**config.mk**
```make
export PLATFORM = sky130hd
export DESIGN_NAME = bpm_beat_generator
export DESIGN_NICKNAME = d
export VERILOG_FILES = /design/src/rtl/bpm_beat_generator.sv
export SDC_FILE = /design/constraint.sdc
export NUM_CORES = 1
export LEC_CHECK = 0
export BUFFER_PORTS_ARGS = -buffer_cell sky130_fd_sc_hd__buf_2
export CAP_MARGIN = 30
export CORE_MARGIN = 2
export CORE_UTILIZATION = 55
export CTS_BUF_LIST = sky130_fd_sc_hd__clkbuf_16
export DETAILED_ROUTE_END_ITERATION = 16
export GPL_TIMING_DRIVEN = 0
export PLACE_DENSITY = 0.8
export SKIP_CTS_REPAIR_TIMING = 1
export SYNTH_ARGS = -nofsm -noshare
export SYNTH_HDL_FRONTEND = slang
export SYNTH_SLANG_ARGS = --single-unit
```
**constraint.sdc**
```tcl
create_clock -name clk -period 8.03 [get_ports clk]
set_input_delay 1.606 -clock clk [delete_from_list [all_inputs] [get_ports clk]]
set_output_delay 1.606 -clock clk [all_outputs]
set_load 0.03 [all_outputs]
```
**src/rtl/bpm_beat_generator.sv**
```systemverilog
// ============================================================================
// Module   : bpm_beat_generator
// Purpose  : Turns a BPM estimate into a beat-synchronous pulse train, with a
//            sequential restoring divider and optional onset phase resync.
// Revision : 1.0 - initial release
// ============================================================================
`default_nettype none

module bpm_beat_generator #(
    parameter int SAMPLE_RATE   = 8000,
    parameter int MIN_BPM       = 40,
    parameter int MAX_BPM       = 200,
    parameter int DIV_W         = 20,
    parameter int PERIOD_W      = 16,
    parameter int BEATS_PER_BAR = 4,
    parameter int RESYNC_EN     = 1
) (
    input  logic                             clk,
    input  logic                             reset,
    input  logic                             sample_tick,
    input  logic [15:0]                      BPM_estimate,
    input  logic                             bpm_valid,
    input  logic                             onset,
    output logic                             beat_pulse,
    output logic [$clog2(BEATS_PER_BAR)-1:0] beat_count,
    output logic [PERIOD_W-1:0]              period_samples,
    output logic                             locked,
    output logic                             busy
);

    localparam int                          c_CNT_W    = $clog2(DIV_W);
    localparam int                          c_BC_W     = $clog2(BEATS_PER_BAR);
    localparam logic [DIV_W-1:0]            c_DIVIDEND = DIV_W'(60 * SAMPLE_RATE);
    localparam logic [15:0]                 c_MIN_BPM  = 16'(MIN_BPM);
    localparam logic [15:0]                 c_MAX_BPM  = 16'(MAX_BPM);
    localparam logic [c_CNT_W-1:0]          c_LAST_CNT = c_CNT_W'(DIV_W - 1);
    localparam logic [c_BC_W-1:0]           c_LAST_BC  = c_BC_W'(BEATS_PER_BAR - 1);

    localparam logic [0:0] c_IDLE   = 1'b0;
    localparam logic [0:0] c_DIVIDE = 1'b1;

    logic [0:0]         r_state;
    logic [0:0]         w_next_state;
    logic [15:0]        r_divisor;
    logic [15:0]        r_rem;
    logic [DIV_W-1:0]   r_quo;
    logic [c_CNT_W-1:0] r_cnt;
    logic [PERIOD_W-1:0] r_phase;

    logic               w_start;
    logic               w_last;
    logic [16:0]        w_shift;
    logic               w_ge;
    logic [15:0]        w_rem_next;
    logic [DIV_W-1:0]   w_quo_next;
    logic               w_onset;
    logic               w_wrap;
    logic               w_late;
    logic               w_fire;

    assign w_start = bpm_valid && (r_state == c_IDLE) &&
                     (BPM_estimate >= c_MIN_BPM) && (BPM_estimate <= c_MAX_BPM);
    assign w_last  = (r_state == c_DIVIDE) && (r_cnt == c_LAST_CNT);

    // Remainder stays below the 16-bit divisor, so a 16-bit subtract suffices.
    assign w_shift    = {r_rem, r_quo[DIV_W-1]};
    assign w_ge       = (w_shift >= {1'b0, r_divisor});
    assign w_rem_next = w_ge ? (w_shift[15:0] - r_divisor) : w_shift[15:0];
    assign w_quo_next = {r_quo[DIV_W-2:0], w_ge};

    always_ff @(posedge clk) begin
        if (reset) begin
            r_state <= c_IDLE;
        end else begin
            r_state <= w_next_state;
        end
    end

    always_comb begin
        w_next_state = r_state;
        busy         = 1'b0;
        case (r_state)
            c_IDLE: begin
                if (w_start) begin
                    w_next_state = c_DIVIDE;
                end
            end
            c_DIVIDE: begin
                busy = 1'b1;
                if (w_last) begin
                    w_next_state = c_IDLE;
                end
            end
            default: w_next_state = c_IDLE;
        endcase
    end

    always_ff @(posedge clk) begin
        if (reset) begin
            r_divisor      <= '0;
            r_rem          <= '0;
            r_quo          <= '0;
            r_cnt          <= '0;
            period_samples <= '0;
            locked         <= 1'b0;
        end else if (w_start) begin
            r_divisor <= BPM_estimate;
            r_rem     <= '0;
            r_quo     <= c_DIVIDEND;
            r_cnt     <= '0;
        end else if (r_state == c_DIVIDE) begin
            r_rem <= w_rem_next;
            r_quo <= w_quo_next;
            r_cnt <= r_cnt + 1'b1;
            if (w_last) begin
                period_samples <= w_quo_next[PERIOD_W-1:0];
                locked         <= 1'b1;
            end
        end
    end

    assign w_onset = (RESYNC_EN != 0) && onset;
    assign w_wrap  = sample_tick &&
                     (({1'b0, r_phase} + (PERIOD_W+1)'(1)) >= {1'b0, period_samples});
    assign w_late  = (r_phase >= (period_samples >> 1));
    // An onset overrides the tick; the previous-pulse gate keeps pulses isolated.
    assign w_fire  = !beat_pulse && (w_onset ? w_late : w_wrap);

    always_ff @(posedge clk) begin
        if (reset) begin
            r_phase    <= '0;
            beat_pulse <= 1'b0;
            beat_count <= '0;
        end else begin
            beat_pulse <= locked && w_fire;
            if (locked) begin
                if (w_onset) begin
                    r_phase <= '0;
                end else if (sample_tick && !w_wrap) begin
                    r_phase <= r_phase + 1'b1;
                end else if (w_fire) begin
                    r_phase <= '0;
                end
                if (w_fire) begin
                    beat_count <= (beat_count == c_LAST_BC) ? '0 : beat_count + 1'b1;
                end
            end
        end
    end

endmodule

`default_nettype wire

```
==> results.json, run 1 <==
{
  "status": "complete, no violations",
  "synth-xor-area-share_pct": 3.89,
  "crit_chain": "buf_4, nand3_2, nor2_1, nand3_1, or3_1, buf_2, o21a_1, or2_2, ha_1, nand3_1, a211o_1, a211o_1, nand3_2, nand2_1, a31oi_1, buf_2, o22a_1",
  "postSynthAreaPerCell_um2": 8.23,
  "wirelength_mm": 12.7,
  "tightest_slew_ns": 0.813,
  "use_met1_pct": 34.4,
  "leakage_nw": 2.52,
  "synth-compound-area-share_pct": 19.2,
  "crit_family": "simple AND/OR/NAND/NOR gates",
  "drv_cap": 0,
  "cts_htree_levels": 3,
  "design_area_mm2": 0.00605,
  "cp-start-kind": "flip-flop",
  "synthAdderAreaFrac_pct": 11.9,
  "ys_seq_area_share_pct": 34.8,
  "num_vias": 4829,
  "rows": 36,
  "yosysUniqueCellTypes": 57,
  "vias_per_cell": 5.70,
  "syn_inst": 657,
  "arrival_ns": 5.07,
  "synth-edff-count": 0,
  "finalHoldViolations": 0,
  "port_buffers": 41,
  "slew_violations": 0,
  "powerDensity_mw_per_mm2": 147,
  "synth_top_flop_cell": "dfxtp_1",
  "max-vdd-ir-drop_uv": 91.4,
  "die_h_um": 103,
  "netlist_area_mm2": 0.00540,
  "grt_pass1_wl_mm": 20.4,
  "synthMuxAreaShare_pct": 3.89,
  "io_pins": 42,
  "fmax_mhz": 209,
  "drc_errors": 0,
  "fin_util_pct": 62.8,
  "met2_usage_pct": 38.2,
  "slew_headroom_pct": 45.5,
  "track_usage_pct": 24.5,
  "crit_fanout": 10,
  "core_area_mm2": 0.00964,
  "grt_pass1_vias": 4274,
  "cp.buffers_inverters": 3,
  "critPathKind": "flip-flop to flip-flop",
  "yosys_register_bits": 94,
  "grt.busiest_layer": "met2",
  "min_path_type": "flip-flop to flip-flop",
  "synth_top_family_by_area": "simple AND/OR/NAND/NOR gates",
  "skew_ns": 0.00606,
  "setup_viol": 0,
  "clk_pin_slew_ns": 0.07,
  "dieArea_mm2": 0.0106,
  "fillers": 861,
  "placed_cell_area_mm2": 0.00578,
  "area_delta_synth_final_pct": 12.0,
  "crit_required_ns": 8.32,
  "grt_max_degree": 17,
  "period_needed_ns": 4.78,
  "grt-ovfl-total": 0,
  "cpPeakStageDelay_ns": 0.64,
  "ant_nets": 0,
  "insertedDiodeCount": 0,
  "num-nets-final": 781,
  "met3_usage_pct": 4.54,
  "cts_buffers": 9,
  "cts_sinks": 94,
  "multi_input_area_mm2": 0.00321,
  "dr.pass1.iters": 5,
  "rsz0062_at_grt": "false",
  "min_period_over_period_pct": 59.5,
  "cts_tree": "done",
  "critical_path.endpoint_type": "flip-flop",
  "place_congestion": 0.906,
  "post_drt_wl_per_cell_um": 15.0,
  "slowest_stage": "a31oi_1",
  "detailed_place_hpwl_mm": 9.56,
  "start_util_pct": 56.1,
  "finalNonFillerCells": 847,
  "root_buffer": "clkbuf_16",
  "antenna_found_initial": 0,
  "synthArstFlopShare_pct": 0,
  "ys_warn_count": 0,
  "ff_latch_area_mm2": 0.00188,
  "synth-simple-area-share_pct": 20.4,
  "layout-drive-gt1-share_pct": 12.2,
  "die_w_um": 103,
  "syn_nets": 729,
  "clk_latency_ns": 0.35,
  "dp.cells": 831,
  "tns_ns": 0,
  "cts.path.max_buffers": 2,
  "drt_iter0_drc": 231
}
-- routing by layer --
metal / share of wire [%] / routed length (µm)
met1: 47 / 6030
met4: 1.2 / 153
met5: 0 / 0
met3: 6.2 / 789
met2: 45 / 5730
-- where the power goes --
group	internal (mW)	switching (mW)
sequential	0.466	0.000202
combinational	0.00960	0.0166
clock	0.211	0.186
-- state kept, by name, summed over array words and instances (netlist names) --
signal          flops
r_quo              20
locked              1
beat_count          2
r_cnt               5
beat_pulse          1
r_state             1
r_rem              16
r_divisor          16
period_samples     16
r_phase            16
-- logic make-up after synthesis --
kind of cell	Yosys count
buffers and inverters	75
AND/OR/NAND/NOR	231
flip-flops	94
adder cells (fa/ha/maj)	51
XOR/XNOR	24
AO/OA/AOI/OAI	161
multiplexers	21
-- tightest hold or removal path, delay by kind of cell (launching register included) --
family | cells | cell delay [ns]
buffers and inverters | 1 | 0.07
AND/OR/NAND/NOR | 1 | 0.05
flip-flops | 1 | 0.29
-- placed cells by master, fill, tap and decap left out, types with 7 or more instances in the layout --
| cell type | n |
|---|---|
| dfxtp_1 | 94 |
| clkbuf_1 | 14 |
| buf_2 | 52 |
| xnor2_1 | 15 |
| clkbuf_16 | 9 |
| ha_1 | 50 |
| nor2_1 | 88 |
| nand3_1 | 13 |
| o21ai_0 | 26 |
| o31ai_1 | 10 |
| a21oi_1 | 63 |
| inv_1 | 43 |
| nand4_1 | 10 |
| a31oi_1 | 8 |
| nor2b_1 | 7 |
| nor3_1 | 14 |
| a21o_1 | 11 |
| xor2_1 | 9 |
| a211oi_1 | 8 |
| nand2_1 | 58 |
| mux2i_1 | 21 |
-- per-stage QoR --
step / hold WS (ns) / power (mW) / setup WS (ns)
6_report: 0.450 / 0.890 / 3.25
2_1_floorplan: 0.422 / 0.491 / 4.19
5_1_grt: 0.474 / 0.915 / 2.98
4_1_cts: 0.449 / 0.894 / 3.34
3_3_place_gp: 0.429 / 0.502 / 3.48
3_5_place_dp: 0.440 / 0.503 / 3.41
-- worst paths after layout --
check | cells past startpoint | from | slack, ns | endpoint
max | 17 | r_phase[2] | 3.25 | r_phase[15]
min | 2 | r_divisor[11] | 0.45 | r_divisor[11]
max reg2reg | 17 | r_phase[2] | 3.25 | r_phase[15]
min reg2reg | 2 | r_divisor[11] | 0.45 | r_divisor[11]
-- layout make-up --
class / count / share of cell area [%]
sequential: 94 / 31.1
clock buffer: 9 / 3.72
clock inverter: 7 / 0.848
timing repair buffer: 41 / 3.39
multi-input combinational: 488 / 53.0
buffer: 33 / 2.60
tap: 133 / 2.75
inverter: 42 / 2.60
-- cells in the mapped netlist (4+ instances only) --
cell / n / share of area, %
dfxtp_1: 94 / 35
nor2_1: 88 / 6.1
a21oi_1: 63 / 5.8
nand2_1: 58 / 4.0
ha_1: 50 / 12
inv_1: 42 / 2.9
o21ai_0: 26 / 2.4
mux2i_1: 21 / 3.9
xnor2_1: 15 / 2.4
clkbuf_1: 14 / 0.97
nor3_1: 14 / 1.3
nand3_1: 13 / 1.2
a21o_1: 11 / 1.5
buf_2: 11 / 1.0
nand4_1: 10 / 1.2
o31ai_1: 10 / 1.4
xor2_1: 9 / 1.5
a211oi_1: 8 / 1.1
a31oi_1: 8 / 0.93
nor2b_1: 7 / 0.81
a211o_1: 6 / 0.97
nand2b_1: 6 / 0.69
a221o_1: 5 / 0.93
and3_1: 5 / 0.58
o21a_1: 5 / 0.69
or2_2: 5 / 0.58
nor4_1: 4 / 0.46
or3_1: 4 / 0.46
No activity file was read; power rests on OpenSTA's default activity.
==> run 2, diff against run 1 <==
--- a/config.mk
+++ b/config.mk
@@ -5,6 +5,7 @@
 export SDC_FILE = /design/constraint.sdc
 export NUM_CORES = 1
 export LEC_CHECK = 0
+export ABC_AREA = 1
 export BUFFER_PORTS_ARGS = -buffer_cell sky130_fd_sc_hd__buf_2
 export CAP_MARGIN = 30
 export CORE_MARGIN = 2
@@ -12,7 +13,7 @@
 export CTS_BUF_LIST = sky130_fd_sc_hd__clkbuf_16
 export DETAILED_ROUTE_END_ITERATION = 16
 export GPL_TIMING_DRIVEN = 0
-export PLACE_DENSITY = 0.8
+export PLACE_DENSITY = 0.83
 export SKIP_CTS_REPAIR_TIMING = 1
 export SYNTH_ARGS = -nofsm -noshare
 export SYNTH_HDL_FRONTEND = slang
==> constraint.sdc (replaced) <==
create_clock -name clk -period 4.33 [get_ports clk]
set_input_delay 0.866 -clock clk [delete_from_list [all_inputs] [get_ports clk]]
set_output_delay 0.866 -clock clk [all_outputs]
set_load 0.03 [all_outputs]
==> run 2 against run 1 <==
  * Clock skew increased by 0.0060 ns
  * Via count increased by 17%
  * Core utilization about the same
  * Register-to-register slack got worse by 2.2 ns
  * First-iteration DRC count increased by 77%
  * Highest routed layer unchanged
==> results.json, run 2 <==
{
  "r2r_start": "r_phase[0]",
  "grt-ovfl-total": 0,
  "insertedDiodeCount": 0,
  "yosys_register_bits": 94,
  "crit_required_ns": 4.55,
  "fillers": 956,
  "total_power_mw": 1.67,
  "yosysUniqueCellTypes": 44,
  "num_vias": 5626,
  "num-nets-final": 940,
  "area_delta_synth_final_pct": 11.2,
  "layout-drive-gt1-share_pct": 10.9,
  "min_path_type": "flip-flop to flip-flop",
  "cts_sinks": 94,
  "io_pins": 42,
  "cp-start-kind": "flip-flop",
  "track_usage_pct": 26.8,
  "setup_viol": 0,
  "ant_nets": 0,
  "place_ws_ns": 1.12,
  "placed_cell_area_mm2": 0.00617,
  "leakage_nw": 3.10,
  "met2_usage_pct": 43.9,
  "antenna_found_initial": 0,
  "postSynthAreaPerCell_um2": 7.11,
  "wirelength_mm": 14.9,
  "largest_reg_flops": 20,
  "post_drt_wl_per_cell_um": 14.7,
  "yosysTopAreaCellShare_pct": 32.5,
  "drv_cap": 0,
  "fin_ws_ns": 1.04,
  "die_w_um": 107,
  "period_needed_ns": 3.29,
  "rsz0062_at_grt": "false",
  "drt_iter0_drc": 408,
  "r2r_cells": 21,
  "final_common_cell": "nand2_1",
  "status": "complete, no violations",
  "cts_tree": "done",
  "slew_violations": 0,
  "critical_path.endpoint_type": "flip-flop",
  "ys_top_cells_by_count": "139 x nand2_1, 120 x inv_1, 94 x dfxtp_1",
  "synth-edff-count": 0,
  "clk_pin_slew_ns": 0.07,
  "met3_usage_pct": 4.62,
  "grt_max_degree": 17,
  "syn_nets": 888,
  "rrSetupSlack_ns": 1.04,
  "core_area_mm2": 0.0103,
  "vias_per_cell": 5.58,
  "skew_ns": 0.0120,
  "min_period_over_period_pct": 76.1,
  "synth.area.top_cells": "dfxtp_1 32%, ha_1 11%, nand2_1 9.0%",
  "regMostFlops": "r_quo",
  "critPathKind": "flip-flop to flip-flop",
  "die_h_um": 107,
  "holdCritStartpoint": "r_divisor[15]",
  "grt_pass1_vias": 5220,
  "crit_family": "simple AND/OR/NAND/NOR gates",
  "tns_ns": 0,
  "fmax_mhz": 304,
  "r2r_end": "r_phase[12]",
  "multi_input_area_mm2": 0.00329,
  "arrival_ns": 3.52,
  "tightest_slew_ns": 0.614,
  "slew_headroom_pct": 59.1,
  "start_util_pct": 56.4,
  "clk_latency_ns": 0.35,
  "detailed_place_hpwl_mm": 11.3,
  "cts_buffers": 9,
  "layout_common_cells": "139 x nand2_1, 120 x inv_1, 94 x dfxtp_1",
  "cts_htree_levels": 3,
  "place_congestion": 0.987,
  "powerDensity_mw_per_mm2": 259,
  "crit_fanout": 10,
  "cts.path.max_buffers": 2,
  "cpPeakStageDelay_ns": 0.46,
  "use_met1_pct": 35.5,
  "grt.busiest_layer": "met2",
  "ff_latch_area_mm2": 0.00188,
  "drc_errors": 0,
  "synth_top_flop_cell": "dfxtp_1",
  "root_buffer": "clkbuf_16",
  "max-vdd-ir-drop_uv": 162,
  "crit_chain": "ha_1, nand2_2, nor2_4, nand2_2, nor2_1, nand4_1, xor2_1, inv_1, ha_1, nand2_1, nor2_1, nand2_1, o21bai_1, nor2_1, nand3_1, nand2_1, nand2_2, nand3_4, buf_12, nand3_1, a21oi_1",
  "synth_most_common_cell": "nand2_1",
  "ys_warn_count": 0,
  "slowest_stage": "dfxtp_1",
  "holdWs_ns": 0.453,
  "cp.depth": 21,
  "finalHoldViolations": 0,
  "port_buffers": 41,
  "grt_pass1_wl_mm": 24.5,
  "syn_inst": 816,
  "rows": 37,
  "dr.pass1.iters": 6,
  "cp.buffers_inverters": 2,
  "min_to": "r_divisor[15]",
  "design_area_mm2": 0.00645,
  "yosysTopAreaCell": "dfxtp_1",
  "synthArstFlopShare_pct": 0,
  "ys_seq_area_share_pct": 32.5,
  "netlist_area_mm2": 0.00580,
  "hold_depth": 2,
  "dieArea_mm2": 0.0114
}
==> run 2: layer usage <==
layer | part of all wire [%] | up-vias
met3 | 7.9 | 34
met2 | 46 | 226
met4 | 2.6 | 0
li1 | - | 2826
met1 | 44 | 2540
met5 | 0 | -
==> run 2: cell families after synthesis <==
group / Yosys count / share of synthesized area, %
buf+inv: 154 / 10.7
xor+xnor: 25 / 3.78
flops: 94 / 32.5
simple gates: 345 / 28.1
compound gates: 147 / 13.8
fa+ha+maj: 51 / 11.1
==> run 2: layout make-up <==
cell class / instances / area share [%]
buffer: 30 / 2.43
clock buffer: 9 / 3.49
clock inverter: 7 / 0.776
inverter: 124 / 7.22
multi-input combinational: 568 / 51.1
sequential: 94 / 29.2
tap: 136 / 2.64
timing repair buffer: 41 / 3.18
==> run 2: how the worst max path moves through the flow <==
stage	endpoint	slack, ns	start
global route	r_phase[5]	0.76	r_phase[0]
CTS	r_phase[12]	1.10	r_phase[0]
finish	r_phase[12]	1.04	r_phase[0]
global placement	r_phase[12]	1.14	r_phase[0]
floorplan	r_phase[9]	1.57	r_phase[0]
detailed placement	r_phase[12]	1.12	r_phase[0]
==> run 2: report_power, final <==
| part | internal (mW) | switching, mW | total, mW |
|---|---|---|---|
| Clock | 0.390 | 0.361 | 0.752 |
| Sequential | 0.864 | 0.000258 | 0.865 |
| Combinational | 0.0155 | 0.0355 | 0.0510 |
| Total | 1.27 | 0.397 | 1.67 |
==> run 2: worst register-to-register path, delay by kind of cell (launching register included) <==
family / cells / cell delay (ns)
xor+xnor: 1 / 0.20
buf+inv: 2 / 0.29
fa+ha+maj: 2 / 0.55
compound gates: 2 / 0.21
simple gates: 14 / 1.45
flops: 1 / 0.46
==> run 2: metrics by stage <==
stage | std cells | util, %
after detailed placement | 993 | 60.1
after floorplan | 816 | -
final | 1009 | 62.7
after global routing | 1009 | 62.7
after CTS | 1009 | 62.7
after global placement | 993 | 60.1
